[config.mk]
export PLATFORM = sky130hd
export DESIGN_NAME = cdb_arbiter
export DESIGN_NICKNAME = d
export VERILOG_FILES = /design/src/rtl/cdb_arbiter.sv
export SDC_FILE = /design/constraint.sdc
export NUM_CORES = 1
export LEC_CHECK = 0
export BUFFER_PORTS_ARGS = -buffer_cell sky130_fd_sc_hd__buf_4
export CORE_MARGIN = 2
export CORE_UTILIZATION = 60
export CTS_CLUSTER_SIZE = 12
export DETAILED_ROUTE_END_ITERATION = 12
export HOLD_SLACK_MARGIN = 0.06
export PLACE_DENSITY = 0.84
export SETUP_SLACK_MARGIN = 0.3
export SLEW_MARGIN = 40
export SYNTH_ARGS = -nofsm -noshare
export SYNTH_HDL_FRONTEND = slang
export SYNTH_SLANG_ARGS = --single-unit
export TNS_END_PERCENT = 100
[constraint.sdc]
create_clock -name clk_in -period 6 [get_ports clk_in]
set_input_delay 0.3 -clock clk_in [delete_from_list [all_inputs] [get_ports clk_in]]
set_output_delay 0.3 -clock clk_in [all_outputs]
set_load 0.02 [all_outputs]
[src/rtl/cdb_arbiter.sv]
// Common data bus arbiter: one small FIFO per result source (alu, lsb, mul), one broadcast per cycle.
// Define CDB_RR_EN for round-robin arbitration; otherwise fixed priority lsb > alu > mul.
module cdb_arbiter #(
    parameter int DEPTH        = 2,
    parameter int ROB_SIZE_BIT = 4
) (
    input  logic                    clk_in,
    input  logic                    rst_in,
    input  logic                    rdy_in,
    input  logic                    clear,
    input  logic                    alu_valid,
    input  logic [ROB_SIZE_BIT-1:0] alu_rob_idx,
    input  logic [31:0]             alu_value,
    output logic                    alu_ready,
    input  logic                    lsb_valid,
    input  logic [ROB_SIZE_BIT-1:0] lsb_rob_idx,
    input  logic [31:0]             lsb_value,
    output logic                    lsb_ready,
    input  logic                    mul_valid,
    input  logic [ROB_SIZE_BIT-1:0] mul_rob_idx,
    input  logic [31:0]             mul_value,
    output logic                    mul_ready,
    output logic                    cdb_valid,
    output logic [ROB_SIZE_BIT-1:0] cdb_rob_idx,
    output logic [31:0]             cdb_value,
    output logic [1:0]              cdb_src
);

    localparam int PTR_W = $clog2(DEPTH);
    localparam int CNT_W = PTR_W + 1;
    localparam int ENT_W = ROB_SIZE_BIT + 32;

    logic                         active;
    logic                         flush;
    logic [2:0]                   in_valid;
    logic [2:0][ROB_SIZE_BIT-1:0] in_idx;
    logic [2:0][31:0]             in_val;
    logic [2:0]                   ready_vec;
    logic [2:0]                   push_vec;
    logic [2:0]                   pop_vec;
    logic [2:0]                   nonempty;
    logic [2:0][ENT_W-1:0]        head_ent;
    logic                         grant_any;
    logic [1:0]                   grant_src;

    assign active   = rdy_in && !clear;
    assign flush    = rdy_in && clear;
    assign in_valid = {mul_valid, lsb_valid, alu_valid};
    assign in_idx   = {mul_rob_idx, lsb_rob_idx, alu_rob_idx};
    assign in_val   = {mul_value, lsb_value, alu_value};

    assign alu_ready = ready_vec[0];
    assign lsb_ready = ready_vec[1];
    assign mul_ready = ready_vec[2];

    // Source index order: 0 alu, 1 lsb, 2 mul (matches cdb_src encoding).
    genvar gi;
    generate
        for (gi = 0; gi < 3; gi++) begin : g_fifo
            logic [ENT_W-1:0] mem_reg [DEPTH];
            logic [PTR_W-1:0] wr_ptr_reg;
            logic [PTR_W-1:0] rd_ptr_reg;
            logic [CNT_W-1:0] count_reg;

            // Readiness looks only at the registered count, so a same-cycle pop never frees a slot early.
            assign ready_vec[gi] = active && (count_reg < CNT_W'(DEPTH));
            assign push_vec[gi]  = in_valid[gi] && ready_vec[gi];
            assign pop_vec[gi]   = grant_any && (grant_src == 2'(gi));
            assign nonempty[gi]  = (count_reg != '0);
            assign head_ent[gi]  = mem_reg[rd_ptr_reg];

            always_ff @(posedge clk_in) begin
                if (push_vec[gi]) begin
                    mem_reg[wr_ptr_reg] <= {in_idx[gi], in_val[gi]};
                end
            end

            always_ff @(posedge clk_in) begin
                if (rst_in || flush) begin
                    wr_ptr_reg <= '0;
                    rd_ptr_reg <= '0;
                    count_reg  <= '0;
                end else begin
                    if (push_vec[gi]) begin
                        wr_ptr_reg <= wr_ptr_reg + PTR_W'(1);
                    end
                    if (pop_vec[gi]) begin
                        rd_ptr_reg <= rd_ptr_reg + PTR_W'(1);
                    end
                    case ({push_vec[gi], pop_vec[gi]})
                        2'b10:   count_reg <= count_reg + CNT_W'(1);
                        2'b01:   count_reg <= count_reg - CNT_W'(1);
                        default: count_reg <= count_reg;
                    endcase
                end
            end
        end
    endgenerate

`ifdef CDB_RR_EN
    logic [1:0] last_grant_reg;
    logic [1:0] rr_cand;

    function automatic logic [1:0] next_src(input logic [1:0] s);
        return (s == 2'd2) ? 2'd0 : s + 2'd1;
    endfunction

    always_comb begin
        grant_any = 1'b0;
        grant_src = 2'd0;
        rr_cand   = next_src(last_grant_reg);
        if (active) begin
            for (int k = 0; k < 3; k++) begin
                if (!grant_any && nonempty[rr_cand]) begin
                    grant_any = 1'b1;
                    grant_src = rr_cand;
                end
                rr_cand = next_src(rr_cand);
            end
        end
    end

    // Reset value 2 makes alu the first source searched.
    always_ff @(posedge clk_in) begin
        if (rst_in) begin
            last_grant_reg <= 2'd2;
        end else if (flush) begin
            last_grant_reg <= 2'd0;
        end else if (grant_any) begin
            last_grant_reg <= grant_src;
        end
    end
`else
    always_comb begin
        grant_any = 1'b0;
        grant_src = 2'd0;
        if (active) begin
            if (nonempty[1]) begin
                grant_any = 1'b1;
                grant_src = 2'd1;
            end else if (nonempty[0]) begin
                grant_any = 1'b1;
                grant_src = 2'd0;
            end else if (nonempty[2]) begin
                grant_any = 1'b1;
                grant_src = 2'd2;
            end
        end
    end
`endif

    always_comb begin
        cdb_valid   = grant_any;
        cdb_rob_idx = '0;
        cdb_value   = '0;
        cdb_src     = 2'd0;
        if (grant_any) begin
            {cdb_rob_idx, cdb_value} = head_ent[grant_src];
            cdb_src                  = grant_src;
        end
    end

endmodule

==> results of run 1 <==
-- routing by layer --
metal  vias up  GRT usage [%]
li1       2811              -
met3        54           5.16
met2       320           46.0
met5         -              0
met4         0           8.44
met1      2992           36.4
-- final cells by class --
cell class	count	area, um2
Sequential cell	231	6790
Fill cell	749	2680
Timing Repair Buffer	275	2400
Multi-Input combinational cell	312	2390
Clock buffer	35	663
Tap cell	211	264
Clock inverter	5	48.8
Inverter	5	18.8
Antenna cell	2	5.00
-- critical path, cell delays in order, from the launching register on --
cell and delay [ns]:
dfxtp_1 0.46, or2_1 0.15, buf_4 0.38, nand2_4 0.34
inv_2 0.59, o21ai_0 0.32, a211oi_1 0.43, buf_4 0.22
-- report_power, final --
group          switching [mW]  total (mW)  internal, mW
combinational           0.126       0.268         0.143
clock                   0.567        1.37         0.802
sequential             0.0122        1.81          1.79
-- placed cells by master (no fill, tap or decap), types with 4 or more instances in the layout --
cell	netlist	final
a211oi_1	36	36
buf_4	7	163
dlygate4sd3_1	0	108
clkbuf_16	0	25
o21ai_0	34	34
mux2i_1	36	36
nor2_1	17	14
edfxtp_1	216	216
clkbuf_1	8	10
xnor2_1	6	6
dfxtp_1	15	14
mux2_2	72	72
xor2_1	6	6
inv_1	4	4
nand2_1	5	4
o21ai_1	5	5
nand3_1	36	36
a21oi_1	39	39
-- logic make-up after synthesis --
group	synth area share (%)
XOR/XNOR	1.12
AND/OR/NAND/NOR	4.04
flip-flops	72.1
multiplexers	12.4
AO/OA/AOI/OAI	7.10
adder cells (fa/ha/maj)	0.399
buffers and inverters	2.80
-- final timing paths --
kind                          start                endpoint  cells past startpoint
max          g_fifo[1].count_reg[0]           cdb_value[13]                      7
min                       mul_valid    g_fifo[2].wr_ptr_reg                      4
max reg2reg  g_fifo[1].count_reg[0]  g_fifo[1].count_reg[1]                      7
min reg2reg    g_fifo[1].rd_ptr_reg               flip-flop                      2
-- repair_timing --
action	4_1_cts	5_1_grt
setup endpoints to repair	0	0
hold buffers	108	0
hold endpoints to repair	216	0
==> results_dict.tcl, run 1 <==
set metrics [dict create \
    status "complete, no violations" \
    gp_congestion 0.888 \
    post_cts_resized 0 \
    drt_iter0_markers 734 \
    clock_latency_ns 0.52 \
    max-cap-violations 0 \
    synth-edff-count 216 \
    ant_nets 0 \
    yosysTopAreaCell "edfxtp_1" \
    io_pins 157 \
    top_layer "met4" \
    final_util_pct 82.4 \
    numClockSinks 231 \
    die_y_um 129 \
    dieArea_um2 16700 \
    skew_ns 0.0237 \
    max_freq_mhz 268 \
    place_worst_setup_slack_ns 2.87 \
    ys.flop_type "edfxtp_1" \
    initial_core_util_pct 61.7 \
    yosys-top-cells-area "edfxtp_1, mux2_2, mux2i_1" \
    hold_viol 0 \
    coreArea_um2 15300 \
    yosys_warnings 0 \
    gr-total-overflow 0 \
    die_x_um 129 \
    avgSynthCellArea_um2 16.0 \
    hp-class "in2reg" \
    dr.pass1.iters 5 \
    finalPower_mw 3.44 \
    cts_buffer_depth 3 \
    io_buffers 156 \
    met1Wirelength_um 9190 \
    holdWs_ns 0.263 \
    setup_viol 0 \
    seq_area_frac_synth_pct 72.1 \
    drc 0 \
    cts_tree "done" \
    synth_seq_cells 231 \
    leakage_nw 4.43 \
    final_area_um2 12600 \
    place_inst 926 \
    worstSetupPathType "reg2out" \
    finalWorstSetupSlack_ns 2.27 \
    fin_setup_tns_ns 0 \
    fin_crit_sh_pct 62.2 \
    wl_met2_um 11300 \
    reg2reg_slack_ns 3.08 \
    dr_total_vias 6177 \
    required_ns 5.70 \
    routedWlPerCell_um 21.2 \
    tightest_slew_ns 0.679 \
    slew_headroom_pct 54.6 \
    path_clk_slew_ns 0.06 \
    cts_setup_buffers 0 \
    synthDominantCellAreaShare_pct 68.9 \
    grt_max_degree 75 \
    startpoint_type "flip-flop" \
    grt_pass1_vias 6227 \
    cp.arrival_ns 3.43 \
    syn_nets 706 \
    post-synth-top-count-cell "edfxtp_1" \
    async_flop_share_pct 0 \
    netlist_area_um2 9410 \
    grt_antenna_before_repair 2 \
    ir_worst_vdd_mv 0.297 \
    drv_slew 0 \
    rsz0062_at_grt "false" \
    worstPathMaxFanout 38 \
    grt_pass1_wl_um 34100 \
    syn_to_final_growth_pct 33.6 \
    power_density_nw_per_um2 274 \
    wl_met3_um 1710 \
    drive_gt1_share_pct 32.0 \
    rows 45 \
    hpwlAfterDp_um 14200 \
    fin_crit_ns 3.73 \
    ctsHtreeMaxLevel 1 \
    largest_reg_flops 216 \
    nets 967 \
    placed_cell_area_um2 10800 \
    cts_buffers 24 \
    netlist_top_cells_count "edfxtp_1, mux2_2, a21oi_1" \
    drt_wl_total_um 22800 \
    stdcell_count 1076 \
    worstSetupEndpointType "primary output" \
    synth_cells 588 \
    cts_root_buffer "clkbuf_16" \
    track_usage_pct 27.2 \
    vias_per_cell 5.74 \
    ys_types 31 \
]
No activity file was read; power rests on OpenSTA's default activity.
==> run 2, diff against run 1 <==
Settings changed: ABC_AREA from default to 1, CORE_UTILIZATION 60 to 51, PLACE_DENSITY 0.84 to 0.76.
Clock period 6 ns to 3.41 ns, I/O delays scaled along.
==> run 2 against run 1 <==
  * Die area up 23%
  * Critical endpoint is now cdb_value[17]
  * Non-clock buffer count up 5
  * Synthesized cell count up 68%
  * Cell area up 4.6%
  * First-iteration DRC count down 6.4%
  * Critical path depth up 1
  * Worst hold slack worse by 0.18 ns
  * Sequential power up 75%
  * Core utilization down 14 points
  * Register-to-register slack worse by 1.6 ns
  * Sequential share of layout area down 2.4 points
==> results_dict.tcl, run 2 <==
set metrics [dict create \
    dr_total_vias 7457 \
    drt_iter0_markers 687 \
    synth_cells 990 \
    required_ns 3.24 \
    cts_setup_buffers 0 \
    yosys-top-cells-area "edfxtp_1, nand2_1, nor2_1" \
    ys.flop_type "edfxtp_1" \
    async_flop_share_pct 0 \
    largest_reg_flops 216 \
    startpoint_type "flip-flop" \
    cts_buffer_depth 3 \
    ctsHtreeMaxLevel 1 \
    p_int_mw 4.77 \
    netlist_area_um2 9920 \
    initial_core_util_pct 51.5 \
    cts_buffers 24 \
    finalPower_mw 6.03 \
    fin_setup_tns_ns 0 \
    clockPowerShare_pct 39.3 \
    seq_power_share_pct 52.7 \
    grt_pass1_wl_um 36700 \
    path_clk_slew_ns 0.06 \
    grt_pass1_vias 7085 \
    slew_headroom_pct 47.8 \
    avgSynthCellArea_um2 10.0 \
    post_cts_resized 0 \
    rows 51 \
    setup_viol 0 \
    routedWlPerCell_um 15.7 \
    cp.arrival_ns 2.45 \
    worstSetupEndpointType "primary output" \
    place_worst_setup_slack_ns 1.33 \
    gp_congestion 0.843 \
    synth-edff-count 216 \
    drive_gt1_share_pct 17.0 \
    syn_to_final_growth_pct 32.7 \
    finalWorstSetupSlack_ns 0.789 \
    seq_area_frac_synth_pct 68.4 \
    cts_tree "done" \
    leakage_nw 5.33 \
    worstPathMaxFanout 32 \
    num_antenna_cells 0 \
    grt_antenna_before_repair 0 \
    track_usage_pct 23.2 \
    worstSetupPathType "reg2out" \
    dr.pass1.iters 5 \
    ant_nets 0 \
    yosys_warnings 0 \
    comb_power_share_pct 8.0 \
    skew_ns 0.0153 \
    fin_crit_sh_pct 76.9 \
    power_density_nw_per_um2 458 \
    place_inst 1379 \
    ff_latch_area_um2 6790 \
    status "complete, no violations" \
    tightest_slew_ns 0.781 \
    fin_crit_ns 2.62 \
    numClockSinks 231 \
    max-cap-violations 0 \
    power.switching_mw 1.26 \
    yosysTopAreaCell "edfxtp_1" \
    cts_root_buffer "clkbuf_16" \
    synthDominantCellAreaShare_pct 65.4 \
    netlist_top_cells_count "nand2_1, edfxtp_1, nor2_1" \
    drt_wl_total_um 24000 \
    ir_worst_vdd_mv 0.335 \
    drc 0 \
    hold_viol 0 \
    grt_max_degree 73 \
    post-synth-top-count-cell "nand2_1" \
    io_buffers 156 \
    coreArea_um2 19300 \
    hpwlAfterDp_um 15400 \
    max_freq_mhz 382 \
    nets 1370 \
    hp-class "in2reg" \
    swShare_pct 20.9 \
    drv_slew 0 \
    stdcell_count 1531 \
    dieArea_um2 20600 \
    io_pins 157 \
    syn_nets 1108 \
    fill_cells 1447 \
    synth_seq_cells 231 \
    ys_types 21 \
    multi_input_area_um2 2580 \
    final_common_cell "nand2_1" \
    final_cell_mix "nand2_1, edfxtp_1, nor2_1, buf_4, dlygate4sd3_1" \
    die_x_um 143 \
    rsz0062_at_grt "false" \
    placed_cell_area_um2 11300 \
    final_area_um2 13200 \
    clock_latency_ns 0.50 \
    gr-total-overflow 0 \
    die_y_um 143 \
    vias_per_cell 4.87 \
]
## run 2: changes by cell type in the layout (fill, tap and decap cells not counted), moves of 6 or more
cell,before,now
inv_1,4,89
nor2_1,14,203
a211oi_1,36,0
nand3_1,36,4
o21ai_0,34,72
a21oi_1,39,8
nor2_4,3,9
mux2_2,72,0
nand2_1,4,313
xnor2_1,6,0
mux2i_1,36,0
## run 2: per-layer routing
layer | routed length, um | part of all wire [%] | global-route usage [%] | vias to the layer above
li1 | - | - | - | 3698
met1 | 10400 | 43 | 32.8 | 3447
met2 | 11400 | 47 | 37.3 | 273
met3 | 1700 | 7.1 | 3.57 | 39
met4 | 587 | 2.4 | 7.64 | 0
met5 | 0 | 0 | 0 | -
## run 2: area by class of cell
class                           instances  share of cell area (%)
Clock buffer                           34                    5.16
Clock inverter                          6                   0.190
Inverter                               91                    2.60
Multi-Input combinational cell        624                    19.6
Sequential cell                       231                    51.6
Tap cell                              265                    2.52
Timing Repair Buffer                  280                    18.3
## run 2: timing repair
item	in CTS	in global routing
hold buffers	112	0
setup endpoints to repair	0	0
hold endpoints to repair	224	0
## run 2: power groups by stage
stage                     clock, mW  combinational [mW]  sequential, mW
after floorplan                   0               0.180            3.23
after global placement            0               0.365            3.23
after detailed placement          0               0.375            3.24
after CTS                      2.40               0.481            3.18
after global routing           2.52               0.527            3.18
final                          2.37               0.484            3.17
## run 2: final timing paths
path	cells after the start	slack (ns)	startpoint	endpoint
setup / recovery	8	0.79	g_fifo[1].count_reg[0]	cdb_value[17]
hold / removal	4	0.08	rdy_in	g_fifo[2].count_reg[1]
setup reg to reg	7	1.46	g_fifo[1].count_reg[0]	g_fifo[1].count_reg[1]
hold reg to reg	1	0.46	g_fifo[1].rd_ptr_reg	flip-flop
## run 2: through the flow
stage / hold slack (ns) / utilization (%)
after floorplan: 0.269 / -
after global placement: 0.356 / 58.6
after detailed placement: 0.358 / 58.8
after CTS: 0.0821 / 68.3
after global routing: 0.120 / 68.3
final: 0.0809 / 68.3
## run 2: cells by family (layout without fill, tap and decap cells)
| family | Yosys count | in the layout | synth area share, % |
|---|---|---|---|
| adder cells (fa/ha/maj) | 3 | 3 | 0.379 |
| flip-flops | 231 | 231 | 68.4 |
| buffers and inverters | 135 | 411 | 6.02 |
| AO/OA/AOI/OAI | 81 | 81 | 4.09 |
| XOR/XNOR | 3 | 3 | 0.265 |
| AND/OR/NAND/NOR | 537 | 537 | 20.8 |
## run 2: critical path, cell delays in order (launching register included)
cell and delay (ns):
dfxtp_1 0.45, nor2_4 0.08, nor2_4 0.46, buf_4 0.42
nor2_1 0.09, nand2_1 0.08, nand2_1 0.07, nor2_1 0.13
buf_4 0.16
